File: config.mk
export PLATFORM = sky130hd
export DESIGN_NAME = blink_multi_flat
export DESIGN_NICKNAME = d
export VERILOG_FILES = /design/src/rtl/blink_pkg.sv /design/src/rtl/blink_multi_if.sv /design/src/rtl/blink_chan.sv /design/src/rtl/blink_multi.sv /design/src/flat_wrapper.sv
export SDC_FILE = /design/constraint.sdc
export NUM_CORES = 1
export LEC_CHECK = 0
export BUFFER_PORTS_ARGS = -buffer_cell sky130_fd_sc_hd__buf_4
export CAP_MARGIN = 20
export CORE_ASPECT_RATIO = 1.4
export CORE_MARGIN = 3
export CORE_UTILIZATION = 45
export DETAILED_ROUTE_END_ITERATION = 12
export PLACE_DENSITY = 0.61
export SYNTH_ARGS = -nofsm -noshare
export SYNTH_HDL_FRONTEND = slang
export SYNTH_SLANG_ARGS = --single-unit
File: constraint.sdc
create_clock -name clk -period 2.6 [get_ports clk]
set_clock_uncertainty 0.15 [all_clocks]
set_input_delay 0.52 -clock clk [delete_from_list [all_inputs] [get_ports clk]]
set_output_delay 0.52 -clock clk [all_outputs]
set_load 0.02 [all_outputs]
File: src/rtl/blink_pkg.sv
// Shared types and constants for the multi-channel LED blinker.
package blink_pkg;

    typedef enum logic [1:0] {
        MODE_OFF     = 2'd0,
        MODE_ON      = 2'd1,
        MODE_BLINK   = 2'd2,
        MODE_ONESHOT = 2'd3
    } blink_mode_t;

    // Board LEDs are active-low.
    localparam logic LED_ON  = 1'b0;
    localparam logic LED_OFF = 1'b1;

    localparam int PWM_W = 4;

    // Channel-index width; a single channel still needs one select bit.
    function automatic int chan_w(input int nch);
        return (nch > 1) ? $clog2(nch) : 1;
    endfunction

endpackage

File: src/rtl/blink_multi_if.sv
// One-cycle configuration write port of the multi-channel blinker.
interface blink_multi_if
    import blink_pkg::*;
#(
    parameter int NCH = 3,
    parameter int RW  = 3
);

    localparam int CHW = chan_w(NCH);

    logic             cfg_we;
    logic [CHW-1:0]   cfg_ch;
    blink_mode_t      cfg_mode;
    logic [RW-1:0]    cfg_rate;
    logic [PWM_W-1:0] cfg_duty;

    modport master (
        output cfg_we, cfg_ch, cfg_mode, cfg_rate, cfg_duty
    );

    modport slave (
        input cfg_we, cfg_ch, cfg_mode, cfg_rate, cfg_duty
    );

endinterface

File: src/rtl/blink_chan.sv
// One LED channel: mode/phase/lit state machine with a registered active-low LED bit.
// Duty register and PWM gating exist only when BLINK_PWM_EN is defined.
module blink_chan
    import blink_pkg::*;
#(
    parameter int RW = 3
) (
    input  logic             clk,
    input  logic             n_rst,
    input  logic             tick,
`ifdef BLINK_PWM_EN
    input  logic [PWM_W-1:0] pwm_cnt,
    input  logic [PWM_W-1:0] cfg_duty,
`endif
    input  logic             we_sel,
    input  blink_mode_t      cfg_mode,
    input  logic [RW-1:0]    cfg_rate,
    output logic             led
);

    blink_mode_t   mode, mode_n;
    logic [RW-1:0] rate, rate_n;
    logic [RW-1:0] phase, phase_n;
    logic          lit, lit_n;

    always_comb begin
        // NOTE: every output gets a default before any branch so no latch is inferred.
        mode_n  = mode;
        rate_n  = rate;
        phase_n = phase;
        lit_n   = lit;
        if (we_sel) begin
            // A write on a tick edge wins; this channel loses that tick.
            mode_n  = cfg_mode;
            rate_n  = cfg_rate;
            phase_n = '0;
            lit_n   = (cfg_mode != MODE_OFF);
        end else if (tick) begin
            unique case (mode)
                MODE_BLINK: begin
                    if (phase == rate) begin
                        phase_n = '0;
                        lit_n   = !lit;
                    end else begin
                        phase_n = phase + 1'b1;
                    end
                end
                MODE_ONESHOT: begin
                    if (phase == rate) begin
                        mode_n  = MODE_OFF;
                        phase_n = '0;
                        lit_n   = 1'b0;
                    end else begin
                        phase_n = phase + 1'b1;
                    end
                end
                default: ;
            endcase
        end
    end

`ifdef BLINK_PWM_EN
    logic [PWM_W-1:0] duty, duty_n;

    assign duty_n = we_sel ? cfg_duty : duty;

    always_ff @(posedge clk) begin
        if (!n_rst) duty <= '1;
        else        duty <= duty_n;
    end
`endif

    // led is computed from next-state so a write shows on the LED one cycle later.
    always_ff @(posedge clk) begin
        // NOTE: registers use non-blocking assignments so every flop samples pre-edge values.
        if (!n_rst) begin
            mode  <= MODE_OFF;
            rate  <= '0;
            phase <= '0;
            lit   <= 1'b0;
            led   <= LED_OFF;
        end else begin
            mode  <= mode_n;
            rate  <= rate_n;
            phase <= phase_n;
            lit   <= lit_n;
`ifdef BLINK_PWM_EN
            led   <= (lit_n && (pwm_cnt <= duty_n)) ? LED_ON : LED_OFF;
`else
            led   <= lit_n ? LED_ON : LED_OFF;
`endif
        end
    end

endmodule

File: src/rtl/blink_multi.sv
// Multi-channel LED blinker top: shared prescaler/tick, write decode, channel array.
// Optional brightness PWM is built only when BLINK_PWM_EN is defined.
module blink_multi
    import blink_pkg::*;
#(
    parameter int CDIV = 24,
    parameter int NCH  = 3,
    parameter int RW   = 3
) (
    input  logic            clk,
    input  logic            n_rst,
    blink_multi_if.slave    cfg,
    output logic [NCH-1:0]  led,
    output logic            tick
);

    localparam int CHW = chan_w(NCH);

    logic [CDIV-1:0] presc;

    // Free-running; config writes never touch it, so tick phase is arbitrary to a writer.
    always_ff @(posedge clk) begin
        if (!n_rst) begin
            presc <= '0;
            tick  <= 1'b0;
        end else begin
            presc <= presc + 1'b1;
            tick  <= (presc == '1);
        end
    end

`ifdef BLINK_PWM_EN
    logic [PWM_W-1:0] pwm_cnt;

    always_ff @(posedge clk) begin
        if (!n_rst) pwm_cnt <= '0;
        else        pwm_cnt <= pwm_cnt + 1'b1;
    end
`endif

    // Out-of-range channel indices match no decoder and are silently dropped.
    for (genvar i = 0; i < NCH; i++) begin : gen_chan
        logic we_sel;

        assign we_sel = cfg.cfg_we && (cfg.cfg_ch == CHW'(i));

        blink_chan #(
            .RW(RW)
        ) u_chan (
`ifdef BLINK_PWM_EN
            .pwm_cnt  (pwm_cnt),
            .cfg_duty (cfg.cfg_duty),
`endif
            .clk      (clk),
            .n_rst    (n_rst),
            .tick     (tick),
            .we_sel   (we_sel),
            .cfg_mode (cfg.cfg_mode),
            .cfg_rate (cfg.cfg_rate),
            .led      (led[i])
        );
    end

endmodule

File: src/flat_wrapper.sv
// flat-port wrapper written by rule: the top's interface ports become plain ports
module blink_multi_flat import blink_pkg::*;
#(
    parameter int CDIV = 24,
    parameter int NCH  = 3,
    parameter int RW   = 3
)
  (clk, n_rst, led, tick, cfg_cfg_we, cfg_cfg_ch, cfg_cfg_mode, cfg_cfg_rate, cfg_cfg_duty);
  blink_multi_if #(.NCH(NCH), .RW(RW)) cfg_i ();
  input  logic clk;
  input  logic n_rst;
  output logic [NCH-1:0] led;
  output logic tick;
  input wire logic [$bits(cfg_i.cfg_we)-1:0] cfg_cfg_we;
  input wire logic [$bits(cfg_i.cfg_ch)-1:0] cfg_cfg_ch;
  input wire logic [$bits(cfg_i.cfg_mode)-1:0] cfg_cfg_mode;
  input wire logic [$bits(cfg_i.cfg_rate)-1:0] cfg_cfg_rate;
  input wire logic [$bits(cfg_i.cfg_duty)-1:0] cfg_cfg_duty;
  assign cfg_i.cfg_we = cfg_cfg_we;
  assign cfg_i.cfg_ch = cfg_cfg_ch;
  assign cfg_i.cfg_mode = cfg_cfg_mode;
  assign cfg_i.cfg_rate = cfg_cfg_rate;
  assign cfg_i.cfg_duty = cfg_cfg_duty;
  blink_multi #(.CDIV(CDIV), .NCH(NCH), .RW(RW)) u_core (.clk(clk), .n_rst(n_rst), .cfg(cfg_i), .led(led), .tick(tick));
endmodule
==> impl_metrics.xml, run 1 <==
<?xml version="1.0" encoding="UTF-8"?>
<metrics>
  <group name="run_status">
    <metric name="run_status" unit="">completed</metric>
  </group>
  <group name="die">
    <metric name="std_cell_rows" unit="">31</metric>
    <metric name="core_region_area" unit="sq um">5236</metric>
    <metric name="die_w" unit="um">68.63</metric>
    <metric name="die_area" unit="sq um">6429</metric>
    <metric name="floorplan.initialDensity" unit="%">47.19</metric>
    <metric name="chipHeight" unit="um">93.68</metric>
    <metric name="boundaryPins" unit="">18</metric>
  </group>
  <group name="placed_design">
    <metric name="place_congestion" unit="">0.7318</metric>
    <metric name="placed_cells" unit="">341</metric>
    <metric name="hpwl" unit="um">3269</metric>
    <metric name="dp_slack" unit="ns">0.5916</metric>
    <metric name="count_of_port_buffers_added_during_placement" unit="">13</metric>
  </group>
  <group name="grt">
    <metric name="globalRouteOverflowTotal" unit="">0</metric>
    <metric name="number_of_global_route_vias_before_repair" unit="">1813</metric>
    <metric name="global_route.usage.total" unit="%">15.91</metric>
    <metric name="grt_max_degree" unit="">28</metric>
    <metric name="antenna_found_initial" unit="">0</metric>
    <metric name="wire_length_of_the_first_global_routing_pass" unit="um">7831</metric>
  </group>
  <group name="sta">
    <metric name="maxSlewHeadroom" unit="%">70.54</metric>
    <metric name="fin_setup_tns" unit="ns">0</metric>
    <metric name="setup_repair_after_global_routing_missed_its_margin" unit="">false</metric>
    <metric name="fin_crit" unit="ns">2.021</metric>
    <metric name="final.hold.worst_slack" unit="ns">0.3151</metric>
    <metric name="setup_failing_eps_final" unit="">0</metric>
    <metric name="hold_viol" unit="">0</metric>
    <metric name="fmaxAchievable" unit="GHz">0.4949</metric>
    <metric name="tightest_slew" unit="ns">0.4405</metric>
    <metric name="final_critical_path_setup_slack" unit="ns">0.5794</metric>
    <metric name="fraction_of_the_cycle_the_final_worst_path_needs" unit="%">77.72</metric>
    <metric name="drv_slew" unit="">0</metric>
  </group>
  <group name="synthesis">
    <metric name="synthTopCellsByCount" unit="">dfxtp_1, nor2_1, nand2_1</metric>
    <metric name="post-synth-top-count-cell" unit="">dfxtp_1</metric>
    <metric name="postSynth.topFlopCell" unit="">dfxtp_1</metric>
    <metric name="post_synth_main_area_contributors" unit="">dfxtp_1, xor2_1, nor2_1</metric>
    <metric name="netlist_instances" unit="">270</metric>
    <metric name="yosys.area.top_type" unit="">dfxtp_1</metric>
    <metric name="synth_area" unit="sq um">2471</metric>
    <metric name="postSynthRegisterBits" unit="">55</metric>
    <metric name="synth_fp_nets" unit="">291</metric>
    <metric name="yosys.area.top_type_share" unit="%">44.56</metric>
    <metric name="synth-warning-count" unit="">0</metric>
    <metric name="synth.lib_cells_used.distinct" unit="">41</metric>
    <metric name="synth-edff-count" unit="">0</metric>
    <metric name="yosysSeqAreaShare" unit="%">44.56</metric>
    <metric name="avgSynthCellArea" unit="sq um">9.152</metric>
    <metric name="postSynth.asyncResetShare" unit="%">0</metric>
  </group>
  <group name="pwr">
    <metric name="power_frac_seq" unit="%">59.4</metric>
    <metric name="p_comb_share" unit="%">6.0</metric>
    <metric name="vdd_ir_drop_max" unit="mV">0.3354</metric>
    <metric name="clkPwrFrac" unit="%">34.6</metric>
    <metric name="netSwitchingFraction" unit="%">22.21</metric>
    <metric name="total_leakage_power" unit="nW">1.041</metric>
    <metric name="cell_internal_pwr" unit="mW">1.138</metric>
    <metric name="netSwitchingPower" unit="mW">0.3248</metric>
    <metric name="power_per_standard_cell_area" unit="nW/um^2">537.4</metric>
  </group>
  <group name="clocking">
    <metric name="worstSkewPairLatency" unit="ns">0.30</metric>
    <metric name="clock_sinks" unit="">55</metric>
    <metric name="cts_root_buf" unit="">clkbuf_8</metric>
    <metric name="cts_hold_buf" unit="">0</metric>
    <metric name="tritoncts" unit="">built</metric>
    <metric name="post_cts_buffers" unit="">0</metric>
    <metric name="ctsHtreeMaxLevel" unit="">2</metric>
    <metric name="cts-buffers-inserted" unit="">5</metric>
    <metric name="cts_resized" unit="">0</metric>
    <metric name="cts.reportedPaths.clkPinSlew" unit="ns">0.09</metric>
    <metric name="cts-root-to-sink-buffers" unit="">2</metric>
  </group>
  <group name="critical_path">
    <metric name="critPathCaptureType" unit="">register</metric>
    <metric name="timing_worst_setup_path_type" unit="">reg -&gt; reg</metric>
    <metric name="crit_required" unit="ns">2.68</metric>
    <metric name="path_max_fanout" unit="">5</metric>
    <metric name="arrival" unit="ns">2.11</metric>
    <metric name="crit_path_start_kind" unit="">register</metric>
  </group>
  <group name="final_layout">
    <metric name="area_growth" unit="%">10.13</metric>
    <metric name="nets" unit="">303</metric>
    <metric name="number_of_antenna_cells_inserted" unit="">0</metric>
    <metric name="final_layout_size_suffix_gt1_share" unit="%">11.31</metric>
    <metric name="layoutNonFillerInstCount" unit="">349</metric>
  </group>
  <group name="route">
    <metric name="wl" unit="um">4467</metric>
    <metric name="drc_errors" unit="">0</metric>
    <metric name="average_wire_length_per_cell_after_detail_routing" unit="um">12.80</metric>
    <metric name="routed_via_density" unit="">5.375</metric>
    <metric name="detailedRoute.firstPassIterationCount" unit="">4</metric>
    <metric name="dr_total_vias" unit="">1876</metric>
    <metric name="final_antenna_net_count" unit="">0</metric>
    <metric name="drt_iter0_markers" unit="">73</metric>
  </group>
  <group name="job">
    <metric name="timing.max_cap.violations" unit="">0</metric>
  </group>
  <group name="worst_hold_path">
    <metric name="min_path_type" unit="">reg -&gt; reg</metric>
  </group>
</metrics>
-- path summary, 6_finish.rpt --
path	from	slack, ns	cells after the start	endpoint
worst max-delay path	u_core.presc[0]	0.58	5	u_core.presc[22]
worst min-delay path	u_core.presc[0]	0.32	1	u_core.presc[0]
worst max register to register	u_core.presc[0]	0.58	5	u_core.presc[22]
worst min register to register	u_core.presc[0]	0.32	1	u_core.presc[0]
-- cells by family (layout without fill, tap and decap cells) --
| group | Yosys count | in the layout | share of synthesized area, % |
|---|---|---|---|
| fa+ha+maj | 7 | 7 | 3.544 |
| flops | 55 | 55 | 44.56 |
| buf+inv | 14 | 27 | 2.582 |
| xor+xnor | 27 | 27 | 9.570 |
| compound gates | 39 | 39 | 10.48 |
| simple gates | 116 | 116 | 24.41 |
| mux | 12 | 12 | 4.861 |
-- power groups by stage --
stage / Sequential, mW / Clock [mW] / Combinational [mW]
after floorplan: 0.886 / 0 / 0.0608
after global placement: 0.889 / 0 / 0.0871
after detailed placement: 0.889 / 0 / 0.0889
after CTS: 0.869 / 0.533 / 0.0891
after global routing: 0.872 / 0.555 / 0.0979
final: 0.869 / 0.506 / 0.0873
-- layout make-up --
type	count	area, sq um
Multi-Input combinational cell	201	1306
Clock inverter	1	7.507
Timing Repair Buffer	15	112.6
Tap cell	66	82.58
Inverter	4	15.01
Fill cell	530	2515
Sequential cell	55	1101
Clock buffer	7	96.34
-- state kept, by name, summed over array words and instances (netlist names), named ones only --
name / flops
u_core.presc: 24
u_core.gen_chan.u_chan.phase: 9
u_core.gen_chan.u_chan.rate: 9
u_core.gen_chan.u_chan.mode: 6
u_core.gen_chan.u_chan.led: 3
u_core.tick: 1
-- metal layers --
metal  global-route usage [%]  part of all wire (%)  up-vias
li1                         -                     -      975
met1                    17.11                    43      873
met2                    29.64                    53       23
met3                    2.874                   3.0        5
met4                    5.473                   1.7        0
met5                        0                     0        -
-- critical path: stages (launching register included) --
cell	delay, ns
dfxtp_1	0.38
ha_1	0.25
nand4_2	0.18
or3_4	0.42
nor4_1	0.36
mux2i_1	0.22
-- metrics by stage --
step | total power, mW | area [sq um] | utilization [%]
2_1_floorplan | 0.9471 | 2471 | -
3_3_place_gp | 0.9758 | 2618 | 49.99
3_5_place_dp | 0.9780 | 2618 | 49.99
4_1_cts | 1.491 | 2721 | 51.97
5_1_grt | 1.524 | 2721 | 51.97
6_report | 1.462 | 2721 | 51.97
-- layout by cell type (no fill, tap or decap), types with 2 or more instances in the layout --
master,synthesis,routed
or4_1,3,3
xor2_1,15,15
a211o_1,3,3
nand3b_1,2,2
a21boi_0,3,3
and4_1,2,2
nor2_1,34,34
nor4_1,5,5
mux2i_1,12,12
clkbuf_8,0,7
or3_4,2,2
and4_2,2,2
o2111ai_1,3,3
buf_4,3,15
o211ai_1,3,3
dfxtp_1,55,55
and2_1,2,2
nand2_1,30,30
nand4_1,4,4
a21oi_1,7,7
o31ai_1,2,2
nand2b_1,4,4
xnor2_1,12,12
o21a_1,3,3
o21ai_0,9,9
o22ai_1,3,3
nand3_1,16,16
ha_1,7,7
inv_1,3,3
nor2b_1,3,3
Power figures use the tool's default switching activity.
==> run 2: changes to the inputs <==
--- a/config.mk
+++ b/config.mk
@@ -11,7 +11,7 @@
 export CORE_MARGIN = 3
 export CORE_UTILIZATION = 45
 export DETAILED_ROUTE_END_ITERATION = 12
-export PLACE_DENSITY = 0.61
+export PLACE_DENSITY = 0.64
 export SYNTH_ARGS = -nofsm -noshare
 export SYNTH_HDL_FRONTEND = slang
 export SYNTH_SLANG_ARGS = --single-unit
==> constraint.sdc (replaced) <==
create_clock -name clk -period 1.7 [get_ports clk]
set_clock_uncertainty 0.15 [all_clocks]
set_input_delay 0.34 -clock clk [delete_from_list [all_inputs] [get_ports clk]]
set_output_delay 0.34 -clock clk [all_outputs]
set_load 0.02 [all_outputs]
==> run 2 against run 1 <==
Net effect: global-route usage rose by 1.1 points; critical path type unchanged; non-clock buffer count rose by 42; largest cell class unchanged; register-to-register slack got worse by 0.57 ns; die area did not move; combinational power rose by 120%.
==> impl_metrics.xml, run 2 (same netlist as run 1, synthesis figures left out) <==
<?xml version="1.0" encoding="UTF-8"?>
<metrics>
  <group name="final_layout">
    <metric name="largest_reg_flops" unit="">24</metric>
    <metric name="number_of_antenna_cells_inserted" unit="">0</metric>
    <metric name="area_growth" unit="%">33.82</metric>
    <metric name="nets" unit="">345</metric>
    <metric name="layout_common_cells" unit="">buf_4, dfxtp_1, nor2_1</metric>
    <metric name="layoutNonFillerInstCount" unit="">391</metric>
    <metric name="layout.cells.most_common" unit="">buf_4</metric>
    <metric name="final_layout_size_suffix_gt1_share" unit="%">36.92</metric>
    <metric name="postLayoutCoreUtil" unit="%">63.15</metric>
    <metric name="reg.largest.list" unit="">u_core.presc x24, u_core.gen_chan.u_chan.phase x9, u_core.gen_chan.u_chan.rate x9</metric>
    <metric name="largest_register" unit="">u_core.presc</metric>
    <metric name="finalInstanceArea" unit="sq um">3307</metric>
  </group>
  <group name="critical_path">
    <metric name="crit_required" unit="ns">1.75</metric>
    <metric name="number_of_gates_on_the_worst_path_with_buffers_counted" unit="">5</metric>
    <metric name="path_max_fanout" unit="">3</metric>
    <metric name="timing_worst_setup_path_type" unit="">reg -&gt; reg</metric>
    <metric name="cpLargestDelayFamily" unit="">simple AND/OR/NAND/NOR gates</metric>
    <metric name="crit_path_start_kind" unit="">register</metric>
    <metric name="crit_top_cell" unit="">or3_4</metric>
    <metric name="worstPathCellList" unit="">ha_4 &gt; nand4_4 &gt; or3_4 &gt; or3_4 &gt; mux2i_1</metric>
    <metric name="critPathCaptureType" unit="">register</metric>
    <metric name="ff2ff_path_depth" unit="">5</metric>
    <metric name="worst_setup_path_endpoint" unit="">u_core.presc[20]</metric>
    <metric name="worstReg2RegStart" unit="">u_core.presc[0]</metric>
    <metric name="setup.reg_to_reg.worst_slack" unit="ns">0.006</metric>
    <metric name="arrival" unit="ns">1.75</metric>
    <metric name="cp-startpoint" unit="">u_core.presc[0]</metric>
    <metric name="path_buf_inv" unit="">0</metric>
    <metric name="crit_path_max_incr_delay" unit="ns">0.38</metric>
    <metric name="critical_path.reg2reg.endpoint" unit="">u_core.presc[20]</metric>
    <metric name="slowest_stage" unit="">or3_4</metric>
  </group>
  <group name="sta">
    <metric name="fin_setup_tns" unit="ns">0</metric>
    <metric name="maxSlewHeadroom" unit="%">73.82</metric>
    <metric name="setup_repair_after_global_routing_missed_its_margin" unit="">true</metric>
    <metric name="fraction_of_the_cycle_the_final_worst_path_needs" unit="%">99.65</metric>
    <metric name="hold_viol" unit="">0</metric>
    <metric name="drv_slew" unit="">0</metric>
    <metric name="setup_failing_eps_final" unit="">0</metric>
    <metric name="fmaxAchievable" unit="GHz">0.5903</metric>
    <metric name="fin_crit" unit="ns">1.694</metric>
    <metric name="final.hold.worst_slack" unit="ns">0.1505</metric>
    <metric name="tightest_slew" unit="ns">0.3910</metric>
    <metric name="final_critical_path_setup_slack" unit="ns">0.006028</metric>
  </group>
  <group name="clocking">
    <metric name="cts.reportedPaths.clkPinSlew" unit="ns">0.10</metric>
    <metric name="cts_root_buf" unit="">clkbuf_8</metric>
    <metric name="cts-root-to-sink-buffers" unit="">2</metric>
    <metric name="tritoncts" unit="">built</metric>
    <metric name="ctsHtreeMaxLevel" unit="">2</metric>
    <metric name="worstSkewPairLatency" unit="ns">0.30</metric>
    <metric name="cts-buffers-inserted" unit="">5</metric>
    <metric name="clock_sinks" unit="">55</metric>
  </group>
  <group name="pwr">
    <metric name="netSwitchingFraction" unit="%">20.92</metric>
    <metric name="power_per_standard_cell_area" unit="nW/um^2">763.7</metric>
    <metric name="total_leakage_power" unit="nW">1.344</metric>
    <metric name="total_power" unit="mW">2.525</metric>
    <metric name="vdd_ir_drop_max" unit="mV">0.6503</metric>
    <metric name="power_frac_seq" unit="%">52.9</metric>
    <metric name="netSwitchingPower" unit="mW">0.5283</metric>
    <metric name="p_comb_share" unit="%">7.5</metric>
    <metric name="clkPwrFrac" unit="%">39.6</metric>
    <metric name="cell_internal_pwr" unit="mW">1.997</metric>
  </group>
  <group name="route">
    <metric name="wl" unit="um">5261</metric>
    <metric name="detailedRoute.firstPassIterationCount" unit="">4</metric>
    <metric name="average_wire_length_per_cell_after_detail_routing" unit="um">13.46</metric>
    <metric name="drt_iter0_markers" unit="">76</metric>
    <metric name="final_antenna_net_count" unit="">0</metric>
    <metric name="dr_total_vias" unit="">2067</metric>
    <metric name="drc_errors" unit="">0</metric>
    <metric name="routed_via_density" unit="">5.286</metric>
  </group>
  <group name="die">
    <metric name="boundaryPins" unit="">18</metric>
    <metric name="chipHeight" unit="um">93.68</metric>
    <metric name="core_region_area" unit="sq um">5236</metric>
    <metric name="floorplan.initialDensity" unit="%">47.19</metric>
    <metric name="std_cell_rows" unit="">31</metric>
    <metric name="die_area" unit="sq um">6429</metric>
    <metric name="die_w" unit="um">68.63</metric>
  </group>
  <group name="grt">
    <metric name="gr-usage-met3" unit="%">3.473</metric>
    <metric name="gr-usage-met2" unit="%">30.12</metric>
    <metric name="gr-usage-met1" unit="%">18.56</metric>
    <metric name="number_of_global_route_vias_before_repair" unit="">1931</metric>
    <metric name="globalRouteOverflowTotal" unit="">0</metric>
    <metric name="global_route.usage.total" unit="%">17.05</metric>
    <metric name="globalRoute.busiestLayer" unit="">met2</metric>
    <metric name="wire_length_of_the_first_global_routing_pass" unit="um">8300</metric>
    <metric name="antenna_found_initial" unit="">0</metric>
    <metric name="grt_max_degree" unit="">17</metric>
  </group>
  <group name="placed_design">
    <metric name="place_area" unit="sq um">2899</metric>
    <metric name="placed_cells" unit="">375</metric>
    <metric name="hpwl" unit="um">3706</metric>
    <metric name="count_of_port_buffers_added_during_placement" unit="">13</metric>
    <metric name="place_congestion" unit="">0.7735</metric>
    <metric name="dp_slack" unit="ns">-0.07876</metric>
  </group>
  <group name="run_status">
    <metric name="run_status" unit="">completed</metric>
  </group>
  <group name="job">
    <metric name="timing.max_cap.violations" unit="">0</metric>
  </group>
  <group name="worst_hold_path">
    <metric name="min_path_type" unit="">in -&gt; reg</metric>
  </group>
</metrics>
run 2: final cells by class:
cell class	instances	area (sq um)
clock buffers	6	72.57
clock inverters	2	60.06
fillers	449	1929
inverters	4	15.01
multi-input cells	201	1515
flip-flops and latches	55	1130
well taps	66	82.58
repair buffers	57	431.7
run 2: tightest hold or removal path, cell delays in order:
cell     delay [ns]
buf_4          0.10
mux2i_1        0.06
nor2_1         0.07
run 2: how the worst min path moves through the flow:
stage / start / end / slack [ns] / cells past startpoint
2_1_floorplan: u_core.presc[0] / u_core.presc[0] / 0.28 / 1
3_3_place_gp: u_core.presc[22] / u_core.presc[22] / 0.31 / 2
3_5_place_dp: u_core.presc[22] / u_core.presc[22] / 0.32 / 2
4_1_cts: cfg_cfg_rate[0] / u_core.gen_chan[2].u_chan.rate[0] / 0.14 / 3
5_1_grt: cfg_cfg_rate[0] / u_core.gen_chan[2].u_chan.rate[0] / 0.15 / 3
6_report: cfg_cfg_rate[2] / u_core.gen_chan[1].u_chan.rate[2] / 0.15 / 3
run 2: metal layers:
layer / up-vias / share of wire [%]
met4: 0 / 2.0
met2: 19 / 54
met3: 8 / 2.6
met5: - / 0
met1: 985 / 41
li1: 1055 / -
run 2: timing repair:
item                                    4_1_cts  5_1_grt
hold endpoints to repair                      0        0
hold buffers                                  0        0
pin swaps                                    10       22
buffers inserted                              3        6
endpoints found under the setup margin       13       17
gates resized for setup                      11       40
run 2: power groups by stage:
| stage | registers [mW] | logic (mW) | clock network (mW) |
|---|---|---|---|
| floorplan | 1.36 | 0.0958 | 0 |
| global placement | 1.36 | 0.154 | 0 |
| detailed placement | 1.36 | 0.158 | 0 |
| CTS | 1.33 | 0.171 | 1.04 |
| global route | 1.34 | 0.211 | 1.09 |
| finish | 1.33 | 0.189 | 1.00 |
==> run 3: changes to the inputs <==
--- a/config.mk
+++ b/config.mk
@@ -15,3 +15,4 @@
 export SYNTH_ARGS = -nofsm -noshare
 export SYNTH_HDL_FRONTEND = slang
 export SYNTH_SLANG_ARGS = --single-unit
+export TNS_END_PERCENT = 20
==> constraint.sdc (replaced) <==
create_clock -name clk -period 2.1 [get_ports clk]
set_clock_uncertainty 0.15 [all_clocks]
set_input_delay 0.42 -clock clk [delete_from_list [all_inputs] [get_ports clk]]
set_output_delay 0.42 -clock clk [all_outputs]
set_load 0.02 [all_outputs]
==> run 3 against run 2 <==
Net effect: critical path depth rose by 1; non-clock buffer count fell by 37; power fell by 24%; clock power fell by 26%; register-to-register slack better by 0.16 ns; setup slack better by 0.16 ns; first-iteration DRC count unchanged; sequential share of layout area grew 5.5 points; combinational power decreased by 41%; via count decreased by 9.5%; highest routed layer unchanged.
==> impl_metrics.xml, run 3 (same netlist as run 1, synthesis figures left out) <==
<?xml version="1.0" encoding="UTF-8"?>
<metrics>
  <group name="grt">
    <metric name="number_of_global_route_vias_before_repair" unit="">1730</metric>
    <metric name="wire_length_of_the_first_global_routing_pass" unit="um">7672</metric>
    <metric name="antenna_found_initial" unit="">0</metric>
    <metric name="grt_max_degree" unit="">28</metric>
    <metric name="global_route.usage.total" unit="%">15.80</metric>
    <metric name="globalRouteOverflowTotal" unit="">0</metric>
  </group>
  <group name="die">
    <metric name="chipHeight" unit="um">93.68</metric>
    <metric name="boundaryPins" unit="">18</metric>
    <metric name="die_area" unit="sq um">6429</metric>
    <metric name="std_cell_rows" unit="">31</metric>
    <metric name="die_w" unit="um">68.63</metric>
    <metric name="core_region_area" unit="sq um">5236</metric>
    <metric name="floorplan.initialDensity" unit="%">47.19</metric>
  </group>
  <group name="final_layout">
    <metric name="nets" unit="">308</metric>
    <metric name="number_of_antenna_cells_inserted" unit="">0</metric>
    <metric name="layout.cells.most_common" unit="">dfxtp_1</metric>
    <metric name="largest_register" unit="">u_core.presc</metric>
    <metric name="area_growth" unit="%">12.35</metric>
    <metric name="largest_reg_flops" unit="">24</metric>
    <metric name="postLayoutCoreUtil" unit="%">53.02</metric>
    <metric name="reg.largest.list" unit="">u_core.presc x24, u_core.gen_chan.u_chan.phase x9, u_core.gen_chan.u_chan.rate x9</metric>
    <metric name="finalInstanceArea" unit="sq um">2776</metric>
    <metric name="final_layout_size_suffix_gt1_share" unit="%">12.85</metric>
    <metric name="fillers" unit="">511</metric>
    <metric name="layoutNonFillerInstCount" unit="">354</metric>
    <metric name="layout_common_cells" unit="">dfxtp_1, nor2_1, nand2_1</metric>
  </group>
  <group name="route">
    <metric name="wl" unit="um">4631</metric>
    <metric name="detailedRoute.firstPassIterationCount" unit="">4</metric>
    <metric name="final_antenna_net_count" unit="">0</metric>
    <metric name="dr_total_vias" unit="">1870</metric>
    <metric name="drt_iter0_markers" unit="">76</metric>
    <metric name="drc_errors" unit="">0</metric>
    <metric name="routed_via_density" unit="">5.282</metric>
    <metric name="average_wire_length_per_cell_after_detail_routing" unit="um">13.08</metric>
  </group>
  <group name="sta">
    <metric name="final.hold.worst_slack" unit="ns">0.2002</metric>
    <metric name="final_critical_path_setup_slack" unit="ns">0.1705</metric>
    <metric name="fin_crit" unit="ns">1.930</metric>
    <metric name="fraction_of_the_cycle_the_final_worst_path_needs" unit="%">91.88</metric>
    <metric name="tightest_slew" unit="ns">0.4078</metric>
    <metric name="fin_setup_tns" unit="ns">0</metric>
    <metric name="fmaxAchievable" unit="GHz">0.5183</metric>
    <metric name="setup_failing_eps_final" unit="">0</metric>
    <metric name="hold_viol" unit="">0</metric>
    <metric name="maxSlewHeadroom" unit="%">72.73</metric>
    <metric name="setup_repair_after_global_routing_missed_its_margin" unit="">false</metric>
    <metric name="drv_slew" unit="">0</metric>
  </group>
  <group name="clocking">
    <metric name="cts.reportedPaths.clkPinSlew" unit="ns">0.10</metric>
    <metric name="cts_resized" unit="">0</metric>
    <metric name="clock_sinks" unit="">55</metric>
    <metric name="ctsHtreeMaxLevel" unit="">2</metric>
    <metric name="cts-root-to-sink-buffers" unit="">2</metric>
    <metric name="post_cts_buffers" unit="">0</metric>
    <metric name="cts-buffers-inserted" unit="">5</metric>
    <metric name="worstSkewPairLatency" unit="ns">0.30</metric>
    <metric name="cts_hold_buf" unit="">0</metric>
    <metric name="tritoncts" unit="">built</metric>
    <metric name="cts_root_buf" unit="">clkbuf_8</metric>
  </group>
  <group name="pwr">
    <metric name="power_per_standard_cell_area" unit="nW/um^2">695.4</metric>
    <metric name="total_power" unit="mW">1.931</metric>
    <metric name="total_leakage_power" unit="nW">1.078</metric>
    <metric name="vdd_ir_drop_max" unit="mV">0.3935</metric>
  </group>
  <group name="critical_path">
    <metric name="path_buf_inv" unit="">0</metric>
    <metric name="crit_path_start_kind" unit="">register</metric>
    <metric name="timing_worst_setup_path_type" unit="">reg -&gt; reg</metric>
    <metric name="worstPathCellList" unit="">xnor2_1 &gt; nand3_1 &gt; ha_1 &gt; a211o_1 &gt; a21boi_0 &gt; o21ai_0</metric>
    <metric name="path_max_fanout" unit="">3</metric>
    <metric name="crit_path_max_incr_delay" unit="ns">0.35</metric>
    <metric name="arrival" unit="ns">1.96</metric>
    <metric name="critPathCaptureType" unit="">register</metric>
    <metric name="crit_required" unit="ns">2.13</metric>
    <metric name="slowest_stage" unit="">dfxtp_1</metric>
    <metric name="cpLargestDelayFamily" unit="">compound AO/OA/AOI/OAI gates</metric>
  </group>
  <group name="placed_design">
    <metric name="placed_cells" unit="">346</metric>
    <metric name="place_congestion" unit="">0.7829</metric>
    <metric name="count_of_port_buffers_added_during_placement" unit="">13</metric>
    <metric name="place_area" unit="sq um">2655</metric>
    <metric name="dp_slack" unit="ns">0.2055</metric>
    <metric name="hpwl" unit="um">3357</metric>
  </group>
  <group name="run_status">
    <metric name="run_status" unit="">completed</metric>
  </group>
  <group name="worst_hold_path">
    <metric name="min_path_type" unit="">in -&gt; reg</metric>
  </group>
  <group name="job">
    <metric name="timing.max_cap.violations" unit="">0</metric>
  </group>
</metrics>
run 3: cell count changes in the layout (fill, tap and decap cells not counted), sizes merged:
cell and change:
buf -37, bufinv -1, inv +1
run 3: final cells by class:
type / count / area, sq um / area share (%)
Timing Repair Buffer: 20 / 150.1 / 5.408
Clock buffer: 6 / 82.58 / 2.974
Inverter: 4 / 15.01 / 0.5408
Tap cell: 66 / 82.58 / 2.974
Clock inverter: 2 / 38.79 / 1.397
Multi-Input combinational cell: 201 / 1306 / 47.05
Sequential cell: 55 / 1101 / 39.66
run 3: path summary, 6_finish.rpt:
check | from | to | slack [ns] | depth (start not counted)
hold / removal | n_rst | u_core.presc[1] | 0.20 | 2
hold reg to reg | u_core.presc[0] | u_core.presc[0] | 0.32 | 1
setup / recovery | u_core.gen_chan[1].u_chan.phase[1] | u_core.gen_chan[1].u_chan.led | 0.17 | 6
setup reg to reg | u_core.gen_chan[1].u_chan.phase[1] | u_core.gen_chan[1].u_chan.led | 0.17 | 6
run 3: power breakdown:
part	total, mW	switching (mW)	leakage, nW	internal, mW
clock network	0.743	0.350	0.0618	0.393
registers	1.08	0.0140	0.445	1.06
logic	0.111	0.0629	0.571	0.0485
total	1.93	0.427	1.08	1.50
run 3: worst reg2reg max path, delay by kind of cell, from the launching register on:
family / cells / cell delay (ns)
flip-flops: 1 / 0.35
AO/OA/AOI/OAI: 3 / 0.62
AND/OR/NAND/NOR: 1 / 0.17
XOR/XNOR: 1 / 0.20
adder cells (fa/ha/maj): 1 / 0.31
run 3: metal layers:
| layer | global-route usage [%] | part of all wire (%) | vias to the layer above |
|---|---|---|---|
| met5 | 0 | 0 | - |
| met4 | 7.131 | 1.8 | 0 |
| met3 | 2.874 | 2.6 | 7 |
| met2 | 28.45 | 51 | 19 |
| met1 | 17.15 | 44 | 865 |
| li1 | - | - | 979 |
